## src/rtl/sm_cluster_arbiter.sv

```systemverilog
// Purpose: shares one host kernel port, one host response port and one code memory among NUM_SM cores.
// Latency: dispatch 1 cycle after host handshake; response 1 cycle after SM handshake; fetch = 1 issue + memory latency + 1.
// Backpressure: host held off while dispatch slot is occupied; response register stalls SMs while host is not ready.
module sm_cluster_arbiter #(
  parameter int NUM_SM              = 4,
  parameter int DEPTH_WARP          = 3,
  parameter int CODE_ADDR_WIDTH     = 32,
  parameter int CODE_MEM_ADDR_WIDTH = 32,
  parameter int CODE_MEM_DATA_WIDTH = 32,
  localparam int SM_W = (NUM_SM > 1) ? $clog2(NUM_SM) : 1
) (
  input  logic                                  clk,
  input  logic                                  rst,
  // host kernel request
  output logic                                  host_req_ready_o,
  input  logic                                  host_req_valid_i,
  input  logic [CODE_ADDR_WIDTH-1:0]            host_req_start_addr_i,
  // host warp-done response
  input  logic                                  host_rsp_ready_i,
  output logic                                  host_rsp_valid_o,
  output logic [DEPTH_WARP-1:0]                 host_rsp_wid_o,
  output logic [SM_W-1:0]                       host_rsp_sm_o,
  // SM kernel dispatch
  output logic [NUM_SM-1:0]                     sm_req_valid_o,
  output logic [CODE_ADDR_WIDTH-1:0]            sm_req_start_addr_o,
  input  logic [NUM_SM-1:0]                     sm_req_ready_i,
  // SM warp-done
  input  logic [NUM_SM-1:0]                     sm_rsp_valid_i,
  input  logic [NUM_SM*DEPTH_WARP-1:0]          sm_rsp_wid_i,
  output logic [NUM_SM-1:0]                     sm_rsp_ready_o,
  // SM code fetch
  input  logic [NUM_SM-1:0]                     sm_code_valid_i,
  input  logic [NUM_SM*CODE_MEM_ADDR_WIDTH-1:0] sm_code_addr_i,
  output logic [NUM_SM-1:0]                     sm_code_ready_o,
  output logic [CODE_MEM_DATA_WIDTH-1:0]        sm_code_data_o,
  // external code memory
  input  logic                                  code_mem_available_i,
  output logic                                  code_read_valid_o,
  output logic [CODE_MEM_ADDR_WIDTH-1:0]        code_read_addr_o,
  input  logic                                  code_read_ready_i,
  input  logic [CODE_MEM_DATA_WIDTH-1:0]        code_read_data_i
);

  localparam logic [1:0] ST_IDLE  = 2'd0;
  localparam logic [1:0] ST_ISSUE = 2'd1;
  localparam logic [1:0] ST_WAIT  = 2'd2;

  // Round-robin search starting at ptr; result is {found, index}.
  // Walking offsets high-to-low lets the smallest offset overwrite last.
  function automatic logic [SM_W:0] rr_pick(input logic [NUM_SM-1:0] req,
                                            input logic [SM_W-1:0]   ptr);
    logic [SM_W:0]     res;
    logic [NUM_SM-1:0] sh;
    int                idx;
    res = '0;
    for (int i = NUM_SM - 1; i >= 0; i--) begin
      idx = (int'(ptr) + i) % NUM_SM;
      sh  = req >> idx;
      if (sh[0]) res = {1'b1, idx[SM_W-1:0]};
    end
    return res;
  endfunction

  // Pointer step with wrap at NUM_SM (which need not be a power of two).
  function automatic logic [SM_W-1:0] inc_ptr(input logic [SM_W-1:0] w);
    if (int'(w) >= NUM_SM - 1) return '0;
    return w + 1'b1;
  endfunction

  function automatic logic [NUM_SM-1:0] onehot(input logic [SM_W-1:0] w);
    return NUM_SM'(1) << w;
  endfunction

  // ---------------------------------------------------------------- dispatch
  logic                       hold_valid;
  logic [CODE_ADDR_WIDTH-1:0] hold_addr;
  logic [SM_W-1:0]            disp_ptr;
  logic [SM_W:0]              disp_pick;
  logic [SM_W-1:0]            disp_idx;
  logic                       disp_fire;
  logic                       host_take;

  assign disp_pick           = rr_pick(sm_req_ready_i, disp_ptr);
  assign disp_idx            = disp_pick[SM_W-1:0];
  assign disp_fire           = hold_valid && disp_pick[SM_W];
  assign sm_req_valid_o      = disp_fire ? onehot(disp_idx) : '0;
  assign sm_req_start_addr_o = hold_addr;
  assign host_req_ready_o    = !hold_valid || disp_fire;
  assign host_take           = host_req_valid_i && host_req_ready_o;

  // Holding register: refilled by the host in the same cycle it drains to an SM.
  always_ff @(posedge clk) begin
    if (rst) begin
      hold_valid <= 1'b0;
      hold_addr  <= '0;
      disp_ptr   <= '0;
    end else begin
      if (host_take) begin
        hold_valid <= 1'b1;
        hold_addr  <= host_req_start_addr_i;
      end else if (disp_fire) begin
        hold_valid <= 1'b0;
      end
      if (disp_fire) disp_ptr <= inc_ptr(disp_idx);
    end
  end

  // ---------------------------------------------------------------- response
  logic                          rsp_valid;
  logic [DEPTH_WARP-1:0]         rsp_wid;
  logic [SM_W-1:0]               rsp_sm;
  logic [SM_W-1:0]               rsp_ptr;
  logic [SM_W:0]                 rsp_pick;
  logic [SM_W-1:0]               rsp_idx;
  logic                          rsp_load;
  logic                          rsp_take;
  logic [NUM_SM*DEPTH_WARP-1:0]  rsp_wid_sh;
  logic [DEPTH_WARP-1:0]         rsp_wid_sel;

  assign rsp_pick         = rr_pick(sm_rsp_valid_i, rsp_ptr);
  assign rsp_idx          = rsp_pick[SM_W-1:0];
  assign rsp_load         = !rsp_valid || host_rsp_ready_i;
  assign rsp_take         = rsp_load && rsp_pick[SM_W];
  assign sm_rsp_ready_o   = rsp_take ? onehot(rsp_idx) : '0;
  assign rsp_wid_sh       = sm_rsp_wid_i >> (int'(rsp_idx) * DEPTH_WARP);
  assign rsp_wid_sel      = rsp_wid_sh[DEPTH_WARP-1:0];
  assign host_rsp_valid_o = rsp_valid;
  assign host_rsp_wid_o   = rsp_wid;
  assign host_rsp_sm_o    = rsp_sm;

  // Output register: only reloads when empty or being consumed, so it stays stable under stall.
  always_ff @(posedge clk) begin
    if (rst) begin
      rsp_valid <= 1'b0;
      rsp_wid   <= '0;
      rsp_sm    <= '0;
      rsp_ptr   <= '0;
    end else if (rsp_load) begin
      rsp_valid <= rsp_pick[SM_W];
      if (rsp_take) begin
        rsp_wid <= rsp_wid_sel;
        rsp_sm  <= rsp_idx;
        rsp_ptr <= inc_ptr(rsp_idx);
      end
    end
  end

  // -------------------------------------------------------------- code fetch
  logic [1:0]                              state;
  logic [SM_W-1:0]                         owner;
  logic [CODE_MEM_ADDR_WIDTH-1:0]          fetch_addr;
  logic [SM_W-1:0]                         fetch_ptr;
  logic [NUM_SM-1:0]                       code_pulse;
  logic [CODE_MEM_DATA_WIDTH-1:0]          code_data;
  logic [NUM_SM-1:0]                       code_req;
  logic [SM_W:0]                           code_pick;
  logic [SM_W-1:0]                         code_idx;
  logic                                    code_start;
  logic [NUM_SM*CODE_MEM_ADDR_WIDTH-1:0]   code_addr_sh;
  logic [CODE_MEM_ADDR_WIDTH-1:0]          code_addr_sel;

  // An SM being answered this cycle still shows valid; mask it so it is not re-fetched.
  assign code_req          = sm_code_valid_i & ~code_pulse;
  assign code_pick         = rr_pick(code_req, fetch_ptr);
  assign code_idx          = code_pick[SM_W-1:0];
  assign code_start        = (state == ST_IDLE) && code_mem_available_i && code_pick[SM_W];
  assign code_addr_sh      = sm_code_addr_i >> (int'(code_idx) * CODE_MEM_ADDR_WIDTH);
  assign code_addr_sel     = code_addr_sh[CODE_MEM_ADDR_WIDTH-1:0];
  assign code_read_valid_o = (state == ST_ISSUE);
  assign code_read_addr_o  = fetch_addr;
  assign sm_code_ready_o   = code_pulse;
  assign sm_code_data_o    = code_data;

  // Fetch FSM: one read in flight; memory answers are only accepted while waiting.
  always_ff @(posedge clk) begin
    if (rst) begin
      state      <= ST_IDLE;
      owner      <= '0;
      fetch_addr <= '0;
      fetch_ptr  <= '0;
      code_pulse <= '0;
      code_data  <= '0;
    end else begin
      code_pulse <= '0;
      case (state)
        ST_IDLE: begin
          if (code_start) begin
            owner      <= code_idx;
            fetch_addr <= code_addr_sel;
            state      <= ST_ISSUE;
          end
        end
        ST_ISSUE: begin
          state <= ST_WAIT;
        end
        ST_WAIT: begin
          if (code_read_ready_i) begin
            code_data  <= code_read_data_i;
            code_pulse <= onehot(owner);
            fetch_ptr  <= inc_ptr(owner);
            state      <= ST_IDLE;
          end
        end
        default: begin
          state <= ST_IDLE;
        end
      endcase
    end
  end

  // ---------------------------------------------------------------- checks
  a_disp_onehot: assert property (@(posedge clk) disable iff (rst) $onehot0(sm_req_valid_o));
  a_rsp_onehot:  assert property (@(posedge clk) disable iff (rst) $onehot0(sm_rsp_ready_o));
  a_code_onehot: assert property (@(posedge clk) disable iff (rst) $onehot0(sm_code_ready_o));
  a_read_single: assert property (@(posedge clk) disable iff (rst) code_read_valid_o |=> !code_read_valid_o);
  a_rsp_stable:  assert property (@(posedge clk) disable iff (rst)
                   (host_rsp_valid_o && !host_rsp_ready_i) |=>
                   (host_rsp_valid_o && $stable(host_rsp_wid_o) && $stable(host_rsp_sm_o)));

endmodule

```

## config.mk

```make
export PLATFORM = sky130hd
export DESIGN_NAME = sm_cluster_arbiter
export DESIGN_NICKNAME = d
export VERILOG_FILES = /design/src/rtl/sm_cluster_arbiter.sv
export SDC_FILE = /design/constraint.sdc
export NUM_CORES = 1
export LEC_CHECK = 0
export BUFFER_PORTS_ARGS = -buffer_cell sky130_fd_sc_hd__buf_2
export CORE_AREA = 3 3 131 133
export DETAILED_ROUTE_END_ITERATION = 10
export DIE_AREA = 0 0 134 136
export PLACE_DENSITY = 0.67
export RECOVER_POWER = 100
export REMOVE_ABC_BUFFERS = 1
export SKIP_CTS_REPAIR_TIMING = 1
export SYNTH_ARGS = -nofsm -noshare
export SYNTH_HDL_FRONTEND = slang
export SYNTH_SLANG_ARGS = --single-unit
```

## constraint.sdc

```tcl
create_clock -name clk -period 1.9 [get_ports clk]
set_clock_uncertainty 0.15 [all_clocks]
set_input_delay 0.19 -clock clk [delete_from_list [all_inputs] [get_ports clk]]
set_output_delay 0.19 -clock clk [all_outputs]
set_load 0.005 [all_outputs]
```

# After elaboration in Yosys (flattened, before gate mapping)
# Cells that the tools add are included.
dict set report op_classes {
  shift 17
  magnitude_cmp 3
  n_reduce_logical 25
  add_sub_neg 12
  n_bitwise 13
  multipliers 1
  n_eq_ne 4
  mux 36
  div_mod_pow 0
}
# operator count
set op_table {}
lappend op_table {{$shr 4x32->1} 9}
lappend op_table {{$shr 128x7->32} 1}
lappend op_table {{$mux 3} 12}
lappend op_table {{$reduce_or 2->1} 9}
lappend op_table {{$mux 2} 8}
lappend op_table {{$mux 1} 13}
lappend op_table {{$add 2x1->2 const B} 6}
lappend op_table {{$add 2x2->2 const B} 6}
lappend op_table {{$shl 1x2->4 const A} 3}
lappend op_table {{$shr 12x4->3} 1}
lappend op_table {{$shr 4x2->1} 3}
lappend op_table {{$and 1x1->1 const A} 9}
lappend op_table {{$mux 4} 2}
lappend op_table {{$reduce_and 2->1} 4}
lappend op_table {{$ge 2x2->1 const B} 3}
lappend op_table {{$pmux 2 s3} 1}
lappend op_table {{$logic_and 1x1->1} 5}
lappend op_table {{$and 4x4->4} 1}
lappend op_table {{$mul 2x2->4 const B} 1}
lappend op_table {{$ne 2x2->1 const B} 2}
lappend op_table {{$not 4->4} 1}
lappend op_table {{$reduce_or 3->1} 1}
lappend op_table {{$eq 2x1->1 const B} 1}
lappend op_table {{$eq 2x2->1 const B} 1}
lappend op_table {{other kinds (5)} 8}
dict set report totals {
  register_bits 117
  input_bits 222
  ramBits 0
  n_memories 0
  latchBits 0
  rom_bits 0
  wordCells 124
  output_inout_bits 116
}

# Depth between registers and ports, before layout
dict set report depth {
  depth_word 14
  depth_mapped 8
}

# Worst setup path after synthesis
# OpenSTA, ideal clock, no wires.
dict set report synth_timing {
  kind {register -> register}
  from {reg rsp_ptr[1]}
  to {reg rsp_ptr[0]}
  n_path_buf 1
  arrival_time_ns 1.663
  stages_incl_launch_ff 8
  setup_slack_ns 0.016
  required_time_ns 1.680
  path_cell_list {dfxtp_1 -> a21oi_1 -> o21ai_0 -> o2bb2a_1 -> buf_2 -> ha_1 -> or3_1 -> a21oi_1}
}
dict set report synth_via {
  elab_chain_cells 14
  word_cells_on_any_way 26
  classes_between {add/sub (4); order compare (1); shift (4); mux (9); bitwise (3); reduce/logical (5)}
}
# item line_no
set synth_rtl {}
lappend synth_rtl {{start, declared} 112} ;# logic [SM_W-1:0] rsp_ptr;
lappend synth_rtl {{start signal, assigned} 143} ;# rsp_ptr <= inc_ptr(rsp_idx);
lappend synth_rtl {{$add 2x2->2} 57} ;# idx = (int'(ptr) + i) % NUM_SM;
lappend synth_rtl {{$reduce_or 2->1 (no line)} -}
lappend synth_rtl {{$and 1x1->1 (no line)} -}
lappend synth_rtl {{$shr 4x32->1} 58} ;# sh = req >> idx;
lappend synth_rtl {{$mux 3 (3 in a row)} 59} ;# if (sh[0]) res = {1'b1, idx[SM_W-1:0]};
lappend synth_rtl {{$mux 3 *} 59}
lappend synth_rtl {{net rsp_pick[1]} 113} ;# logic [SM_W:0] rsp_pick;
lappend synth_rtl {{$ge 2x2->1 *} 66} ;# if (int'(w) >= NUM_SM - 1) return '0;
lappend synth_rtl {{$mux 1 *} 66}
lappend synth_rtl {{$mux 1 *} 140} ;# if (rsp_take) begin
lappend synth_rtl {{$mux 1 *} 138} ;# end else if (rsp_load) begin
lappend synth_rtl {{$mux 1 *} 133} ;# if (rst) begin
lappend synth_rtl {{$mux 2 *} 67} ;# return w + 1'b1;
# The timed path passes the listed nets; every way through them passes the cells marked *. The select of a mux whose other input is x is not followed.
# A chain may end at the register's enable or synchronous reset.

# Worst setup path in the final report
dict set report layout_timing {
  from {reg state[1]}
  to {reg fetch_addr[23], in the netlist code_read_addr_o[23]}
}
dict set report layout_via {
  elab_chain_cells 4
}
# item line_no
set layout_rtl {}
lappend layout_rtl {{start, declared} 149} ;# logic [1:0] state;
lappend layout_rtl {{start signal, assigned} 177} ;# state <= ST_IDLE;
lappend layout_rtl {{start signal, assigned} 190} ;# state <= ST_ISSUE;
lappend layout_rtl {{start signal, assigned} 194} ;# state <= ST_WAIT;
lappend layout_rtl {{$logic_not 2->1 *} {166, 185}}
lappend layout_rtl {{$logic_and 1x1->1 (2 in a row)} 166} ;# assign code_start = (state == ST_IDLE) && code_mem_available_i && code_pick[SM_W];
lappend layout_rtl {{$reduce_and 2->1 (no line) *} -}
lappend layout_rtl {{end signal, assigned} 189} ;# fetch_addr <= code_addr_sel;
lappend layout_rtl {{end, declared} 151} ;# logic [CODE_MEM_ADDR_WIDTH-1:0] fetch_addr;
# Mark *: on every way between the ends. The rest lies on a longest branch, timed or not.

==> results.sh <==
export IMPL_critPathBufInv=2
export IMPL_start_util_pct=34.56
export IMPL_synthSimpleGateAreaFrac_pct=17.78
export IMPL_yosys_mux_area_fraction_pct=13.81
export IMPL_stdcell_count=1424
export IMPL_crit_start="state[1]$_SDFFE_PP0P_"
export IMPL_pin_count=338
export IMPL_leakagePower_uw=0.004768
export IMPL_wirelength_um=27940
export IMPL_fin_crit_sh_pct=115.3
export IMPL_ir_worst_vdd_uv=567.6
export IMPL_synth_compound_area_share_pct=18.37
export IMPL_hp_class="in2reg"
export IMPL_r2r_setup_slack_ns=-0.29
export IMPL_setup_worst_path_end="code_read_addr_o[23]$_SDFFE_PP0P_"
export IMPL_min_period_ns=2.192
export IMPL_portBuffers=337
export IMPL_cpPeakStageDelay_ns=0.43
export IMPL_postRouteAntennaNets=0
export IMPL_rsz0062_at_grt="yes"
export IMPL_drt_iter0_markers=328
export IMPL_fp_coreArea_sq_um=15940
export IMPL_syn2layout_area_growth_pct=96.96
export IMPL_grt_first_pass_wirelength_um=28120
export IMPL_cts_max_level=4
export IMPL_ys_seq_area_share_pct=42.52
export IMPL_worstPathCellList="or3b_4 > buf_6 > a311oi_1 > o21ai_4 > buf_12 > o221ai_2"
export IMPL_wl_per_cell_um=19.62
export IMPL_synth_cells=614
export IMPL_rr_worst_depth=6
export IMPL_dieWidth_um=134
export IMPL_syn_avg_cell_area_sq_um=8.972
export IMPL_use_met3_pct=8.956
export IMPL_synthesis_area_sq_um=5509
export IMPL_drc=0
export IMPL_final_core_util_pct=68.06
export IMPL_ys_warn_count=0
export IMPL_grt_max_degree=56
export IMPL_insertion_delay_ns=0.41
export IMPL_place_congestion=0.8100
export IMPL_final_common_cell="buf_2"
export IMPL_grt_util_met1_pct=21.21
export IMPL_violations="setup timing"
export IMPL_die_h_um=136
export IMPL_rr_endpoint="code_read_addr_o[23]$_SDFFE_PP0P_"
export IMPL_track_usage_pct=19.69
export IMPL_place_inst=1161
export IMPL_required_ns=2.04
export IMPL_critPathTopFamily="compound AO/OA/AOI/OAI gates"
export IMPL_cts_root_buf="clkbuf_16"
export IMPL_cts_clk_slew_worst_paths_ns=0.06
export IMPL_hold_viol_final=0
export IMPL_overflow=0
export IMPL_arrival_ns=2.33
export IMPL_rows=46
export IMPL_drive_gt1_share_pct=38.57
export IMPL_maxCapViolCount=0
export IMPL_drt_pass1_iter_count=5
export IMPL_worst_slack_ns=-0.2915
export IMPL_crit_cells=6
export IMPL_viasPerCell=5.030
export IMPL_path_class="reg2reg"
export IMPL_synthXorXnorAreaFrac_pct=0
export IMPL_maxSlewViolCount=0
export IMPL_num_vias=7163
export IMPL_detailed_place_hpwl_um=14520
export IMPL_cts_buffer_depth=2
export IMPL_grt_busiest_layer="met2"
export IMPL_crit_fanout=32
export IMPL_setup_viol=40
export IMPL_synth_seq_cells=117
export IMPL_maxSlewHeadroom_pct=57.62
export IMPL_final_cell_mix="255 x buf_2, 201 x dlygate4sd3_1, 146 x nand2_1"
export IMPL_crit_path_end_kind="flop"
export IMPL_synth_top_family_by_area="compound AO/OA/AOI/OAI gates"
export IMPL_worst_pin_slew_ns=0.6356
export IMPL_fmax_mhz=456.3
export IMPL_cts_tree="done"
export IMPL_numCtsBuffers=17
export IMPL_grt_pass1_vias=5470
export IMPL_cts_sinks=117
export IMPL_nets=1421
export IMPL_p_per_area_nw_per_um2=735.9
export IMPL_r2r_start="state[1]$_SDFFE_PP0P_"
export IMPL_antenna_found_initial=5
export IMPL_crit_slowest_cell="a311oi_1"
export IMPL_status="finished, violations left"
export IMPL_synth_cell_type_count=42
export IMPL_start_kind="flop"
export IMPL_use_met2_pct=34.81
export IMPL_synthAdderAreaFrac_pct=2.044
export IMPL_dieArea_sq_um=18220
worst min path at each step:
stage | start | end | cells after the start
floorplan | rst | fetch_ptr[1]$_SDFFE_PP0P_ | 1
global placement | host_req_start_addr_i[23] | sm_req_start_addr_o[23]$_SDFFE_PP0P_ | 3
detailed placement | host_req_valid_i | hold_valid$_SDFFE_PP0P_ | 3
CTS | host_req_start_addr_i[28] | sm_req_start_addr_o[28]$_SDFFE_PP0P_ | 3
global route | sm_code_addr_i[68] | code_read_addr_o[4]$_SDFFE_PP0P_ | 3
finish | sm_code_addr_i[68] | code_read_addr_o[4]$_SDFFE_PP0P_ | 3
area by class of cell:
| type | count | area, sq um |
|---|---|---|
| Timing Repair Buffer | 600 | 4339 |
| Tap cell | 216 | 270.3 |
| Fill cell | 1143 | 5092 |
| Sequential cell | 117 | 2357 |
| Clock buffer | 18 | 439.2 |
| Antenna cell | 5 | 12.51 |
| Clock inverter | 14 | 177.7 |
| Multi-Input combinational cell | 440 | 3199 |
| Inverter | 14 | 55.05 |
state kept, by name, indices dropped and copies added, names as in the netlist:
name,count
code_read_addr_o,32
disp_ptr,2
fetch_ptr,2
hold_valid,1
host_rsp_sm_o,2
host_rsp_valid_o,1
host_rsp_wid_o,3
owner,2
rsp_ptr,2
sm_code_data_o,32
sm_code_ready_o,4
sm_req_start_addr_o,32
state,2
worst min-delay path: stages:
cell and delay, ns:
buf_2 0.09, mux2i_1 0.08, o221ai_2 0.18
stage by stage:
step	power [uW]	area [sq um]	worst slack (ns)	setup TNS (ns)	hold WS (ns)
after floorplan	3321	5260	-1.555	-50.94	0.1091
after global placement	3945	7617	-0.08638	-2.337	0.2787
after detailed placement	3960	7617	-0.1186	-2.866	0.2850
after CTS	7318	8234	-0.5237	-6.377	-0.1615
after global routing	8268	10850	-0.4285	-10.15	-0.008544
final	7985	10850	-0.2915	-5.867	0.003907
metal layers:
layer | vias to the layer above | part of all wire, %
li1 | 3289 | -
met1 | 3295 | 35
met2 | 442 | 49
met3 | 133 | 9.7
met4 | 4 | 6.1
met5 | - | 0.068
logic make-up after synthesis:
family | after synthesis
adder cells (fa/ha/maj) | 9
multiplexers | 76
buffers and inverters | 57
AO/OA/AOI/OAI | 126
AND/OR/NAND/NOR | 229
flip-flops | 117
report_power, final:
part	internal [uW]	total, uW	switching [uW]
clock	2110	3360	1250
combinational	1030	1890	864
sequential	2610	2730	121
total	5750	7990	2240
synthesized netlist by cell type:
cell,count,area share (%)
a211oi_1,1,0.14
a21boi_2,1,0.20
a21oi_1,77,7.0
a22oi_1,1,0.14
a311oi_2,2,0.55
a32oi_1,1,0.16
a41o_1,1,0.18
and2_0,1,0.11
and2_1,5,0.57
and3_1,1,0.11
and3b_1,1,0.16
buf_12,3,1.1
buf_2,16,1.5
buf_4,1,0.14
buf_6,2,0.41
clkbuf_1,21,1.4
dfxtp_1,117,43
ha_1,9,2.0
inv_1,14,0.95
mux2i_1,76,14
nand2_1,172,12
nand2b_1,6,0.68
nand2b_2,1,0.16
nand2b_4,2,0.50
nand3_1,1,0.091
nand3b_1,4,0.55
nor2_1,20,1.4
nor2b_1,6,0.68
nor3_1,1,0.091
nor3b_1,1,0.14
nor4_1,3,0.34
o211a_1,1,0.18
o21ai_0,1,0.091
o21ai_1,1,0.091
o221ai_1,4,0.64
o221ai_2,31,8.4
o22a_1,1,0.16
o22ai_1,2,0.23
o2bb2a_1,1,0.18
or3_1,2,0.23
or3b_1,1,0.16
or4_1,1,0.14
(Power assumes the default switching activity.)
